===== src/rtl/m2_frame_sequencer.sv =====
// rtl/m2_frame_sequencer.sv - M2 telemetry word/group sequencer between filler and serializer
module m2_frame_sequencer #(
   parameter int WORDS  = 256,
   parameter int GROUPS = 32,
   parameter int DW     = 12
) (
   input  logic          clk,
   input  logic          reset,
   input  logic          enable,
   input  logic          resync,
   input  logic [DW-1:0] fill_data,
   input  logic          ser_ready,
   output logic          buf_get_word,
   output logic [7:0]    buf_rd_pointer,
   output logic          grp_oddity,
   output logic [4:0]    grp_num,
   output logic          word_valid,
   output logic [DW-1:0] word_data,
   output logic          frame_start,
   output logic          busy
);

   typedef enum logic [2:0] {
      S_IDLE,
      S_FETCH,
      S_WAIT,
      S_PRESENT,
      S_ADVANCE
   } state_t;

   localparam logic [7:0] PTR_LAST = 8'(WORDS - 1);
   // Group GROUPS is carried modulo 32, so with 32 groups the last group reads 0 on the 5-bit bus.
   localparam logic [4:0] GRP_LAST = 5'(GROUPS);

   state_t        r_state;
   state_t        w_state_next;
   logic [7:0]    r_ptr;
   logic [7:0]    w_ptr_next;
   logic [4:0]    r_grp;
   logic [4:0]    w_grp_next;
   logic          r_resync_pend;
   logic          w_resync_pend_next;
   logic          w_resync_hit;
   logic [DW-1:0] r_word_data;

   // State register; reset abandons any word in flight.
   always_ff @(posedge clk or negedge reset) begin
      if (!reset) r_state <= S_IDLE;
      else        r_state <= w_state_next;
   end

   // Next-state logic: one strobe, one wait cycle, hold until handshake, then advance.
   always_comb begin
      w_state_next = r_state;
      case (r_state)
         S_IDLE:    if (enable)    w_state_next = S_FETCH;
         S_FETCH:                  w_state_next = S_WAIT;
         S_WAIT:                   w_state_next = S_PRESENT;
         S_PRESENT: if (ser_ready) w_state_next = S_ADVANCE;
         S_ADVANCE: w_state_next = enable ? S_FETCH : S_IDLE;
         default:                  w_state_next = S_IDLE;
      endcase
   end

   // Position update: pointer/group move only in ADVANCE, or on a resync while idle.
   always_comb begin
      w_ptr_next         = r_ptr;
      w_grp_next         = r_grp;
      w_resync_hit       = r_resync_pend | resync;
      w_resync_pend_next = w_resync_hit;
      if (r_state == S_IDLE && resync) begin
         w_ptr_next         = 8'd0;
         w_grp_next         = 5'd1;
         w_resync_pend_next = 1'b0;
      end else if (r_state == S_ADVANCE) begin
         w_resync_pend_next = 1'b0;
         if (w_resync_hit) begin
            w_ptr_next = 8'd0;
            w_grp_next = 5'd1;
         end else if (r_ptr == PTR_LAST) begin
            w_ptr_next = 8'd0;
            w_grp_next = (r_grp == GRP_LAST) ? 5'd1 : r_grp + 5'd1;
         end else begin
            w_ptr_next = r_ptr + 8'd1;
         end
      end
   end

   // Position and pending-resync registers.
   always_ff @(posedge clk or negedge reset) begin
      if (!reset) begin
         r_ptr         <= 8'd0;
         r_grp         <= 5'd1;
         r_resync_pend <= 1'b0;
      end else begin
         r_ptr         <= w_ptr_next;
         r_grp         <= w_grp_next;
         r_resync_pend <= w_resync_pend_next;
      end
   end

   // Capture the filler word at the end of WAIT, once its register has loaded.
   always_ff @(posedge clk or negedge reset) begin
      if (!reset)                 r_word_data <= '0;
      else if (r_state == S_WAIT) r_word_data <= fill_data;
   end

   assign buf_get_word   = (r_state == S_FETCH);
   assign word_valid     = (r_state == S_PRESENT);
   assign busy           = (r_state != S_IDLE);
   assign buf_rd_pointer = r_ptr;
   assign grp_num        = r_grp;
   assign grp_oddity     = r_grp[0];
   assign word_data      = r_word_data;
   assign frame_start    = word_valid && (r_ptr == 8'd0) && (r_grp == 5'd1);

endmodule


===== config.mk =====
export PLATFORM = sky130hd
export DESIGN_NAME = m2_frame_sequencer
export DESIGN_NICKNAME = d
export VERILOG_FILES = /design/src/rtl/m2_frame_sequencer.sv
export SDC_FILE = /design/constraint.sdc
export NUM_CORES = 1
export LEC_CHECK = 0
export CAP_MARGIN = 20
export CORE_ASPECT_RATIO = 1.25
export CORE_MARGIN = 2
export CORE_UTILIZATION = 45
export CTS_CLUSTER_SIZE = 16
export DETAILED_ROUTE_END_ITERATION = 8
export MAX_ROUTING_LAYER = met4
export PLACE_DENSITY_LB_ADDON = 0.25
export SYNTH_ARGS = -nofsm -noshare
export SYNTH_HDL_FRONTEND = slang
export SYNTH_SLANG_ARGS = --single-unit

===== constraint.sdc =====
create_clock -name clk -period 2.75 [get_ports clk]
set_input_delay 0.275 -clock clk [delete_from_list [all_inputs] [get_ports clk]]
set_output_delay 0.275 -clock clk [all_outputs]
set_load 0.03 [all_outputs]

==> results.ini <==
[drt]
viasPerCell = 5.50
dr.first_iter.drc_count = 11
drc = 0
vias = 1193
ant_nets = 0
route.detailed.wl_per_inst_um = 15.3
dr.pass1.iters = 4
drt_wl_total_um = 3330

[floorplanning]
die_h_um = 67.4
initial_core_util_pct = 46.1
ios = 47
dieArea_um2 = 3680
rows = 23
core_um2 = 3140
die-width_um = 54.7

[timing]
slew_headroom_pct = 37.7
report.final.slew_viol_count = 0
max_freq_mhz = 397
rsz0062_at_grt = no
worst_slack_ps = 230
min_period_ps = 2520
tightest_slew_ps = 930
finClkSkew_ps = 4.81
hold_viol = 0
setup_viol = 0
tns_ps = 0
finalCritPeriodShare_pct = 91.6

[setup_path]
slowest_stage = clkdlybuf4s50_1
crit_type = reg2out
path_cells = ha_1 > nor4bb_1 > and4_1 > clkdlybuf4s50_1
worstSetupEndpointType = output pin
critical_path_required_ps = 2480
critPathArrivalTime_ps = 2250
slowest_delay_ps = 660
cp-start-kind = flip-flop
worst-path-max-fanout = 7

[yosys]
syn_area_um2 = 1450
synthCells = 128
synth.avg_cell_area_um2 = 11.3
ys_ff_latch = 29
async_flop_share_pct = 100
synth_edf_count = 0
synthFlopType = dfrtp_1
yosysWarnings = 0
synth_cell_types = 41
syn-num-nets = 150
synth_seq_area_share_pct = 50.3

[clock_network]
cts_tree = done
cts_resized = 0
cts_setup_buffers = 0
hold_buffers = 0
h-tree-depth = 2
cts_inserted_buffers = 5
clk_pin_slew_ps = 60
clkLatencyLatePin_ps = 280
clock-root-buffer = clkbuf_8
cts_sinks = 29
cts_max_path_buffers = 2

[grt]
grtUsageTotal_pct = 20.8
grt_pass1_wl_um = 5260
grt_overflow_total = 0
antenna_found_initial = 0
grt_max_degree = 30
grt_pass1_vias = 1191

[place]
io_buffers = 46
place.gp.congestion = 0.897
pre_cts_ws_ps = 509
dpl.hpwl_um = 2490

[cells_and_area]
drive_gt1_share_pct = 13.3
diodes = 0
layout_common_cells = clkdlybuf4s50_1, dfrtp_1, mux2_2, o21ai_0
layout_commonest_cell = clkdlybuf4s50_1
areaGrowthSynthToFinish_pct = 40.2
layout.nets = 201

[pwr]
totalPowerFinal_uw = 2080
power_per_cell_area_nw_per_um2 = 1030
ir_drop_v = 0.000774
p_leak_uw = 0.000846

[worst_hold_path]
hold_class = in2async

[job]
max-cap-violations = 0

[outcome]
outcome = finished, final reports clean

==> Yosys cell counts (all sizes together), types with 3 or more instances <==
cell type  count  area [µm²]
and3           4        25.0
buf            3        20.0
nor2           6        25.0
inv            6        22.5
nand2          4        15.0
a31oi          3        25.0
dfrtp         28         701
mux2          13         146
a21oi          5        25.0
o21ai          9        45.0
nor3           4        20.0
nand2b         4        25.0
ha             5        62.6
nand3          6        30.0
==> power by group <==
group / internal [µW] / switching (µW) / leakage (µW)
Sequential: 571 / 132 / 0.000364
Clock: 174 / 162 / 0.0000439
Combinational: 477 / 566 / 0.000438
Total: 1220 / 860 / 0.000846
==> layer usage <==
layer	GRT usage, %	part of all wire (%)	up-vias
li1	-	-	576
met1	22.7	40	579
met2	35.4	53	36
met3	6.64	6.1	2
met4	5.94	0.42	0
met5	-	0	-
==> registers in the layout (all words and copies together), names as in the netlist <==
signal          flops
buf_rd_pointer      8
grp_num             5
r_resync_pend       1
r_state             3
word_data          12
==> final timing paths <==
path / start / endpoint / slack, ps / cells past startpoint
setup / recovery: grp_num[0] / frame_start / 230 / 4
setup reg to reg: r_state[1] / word_data[5] / 900 / 2
max in group asynchronous: reset / grp_num[0] / 2060 / 2
min in group clk: word_data[9] / word_data[9] / 490 / 1
hold reg to reg: word_data[9] / word_data[9] / 490 / 1
hold / removal: reset / word_data[1] / 380 / 2
==> cell type report <==
class                      count  area, µm²
fill                         253       1110
sequential                    29        727
multi-input combinational     90        676
timing repair buffer          47        468
clock buffer                   5       68.8
tap                           37       46.3
inverter                       6       22.5
clock inverter                 3       17.5
==> critical path, delay by kind of cell (launching register included) <==
kind	cells	cell delay (ps)
buffers and inverters	1	660
DFF	1	600
adders and majority gates	1	160
and+or+nand+nor	2	560
==> kinds of logic (layout without fill, tap and decap cells) <==
logic type | Yosys count | count (layout) | synth area share (%)
multiplexers | 13 | 13 | 10.1
flip-flops | 29 | 29 | 50.3
buffers and inverters | 9 | 61 | 2.94
XOR/XNOR | 2 | 2 | 1.21
AND/OR/NAND/NOR | 41 | 41 | 17.5
AO/OA/AOI/OAI | 29 | 29 | 13.6
adder cells (fa/ha/maj) | 5 | 5 | 4.33
==> per-stage QoR <==
stage	area [µm²]	instances	hold WS, ps	utilization (%)
after floorplan	1450	128	-20.6	-
after global placement	1940	209	468	61.8
after detailed placement	1940	209	481	61.8
after CTS	2030	217	395	64.6
after global routing	2030	217	423	64.6
final	2030	217	380	64.6
Power figures use the tool's default switching activity.
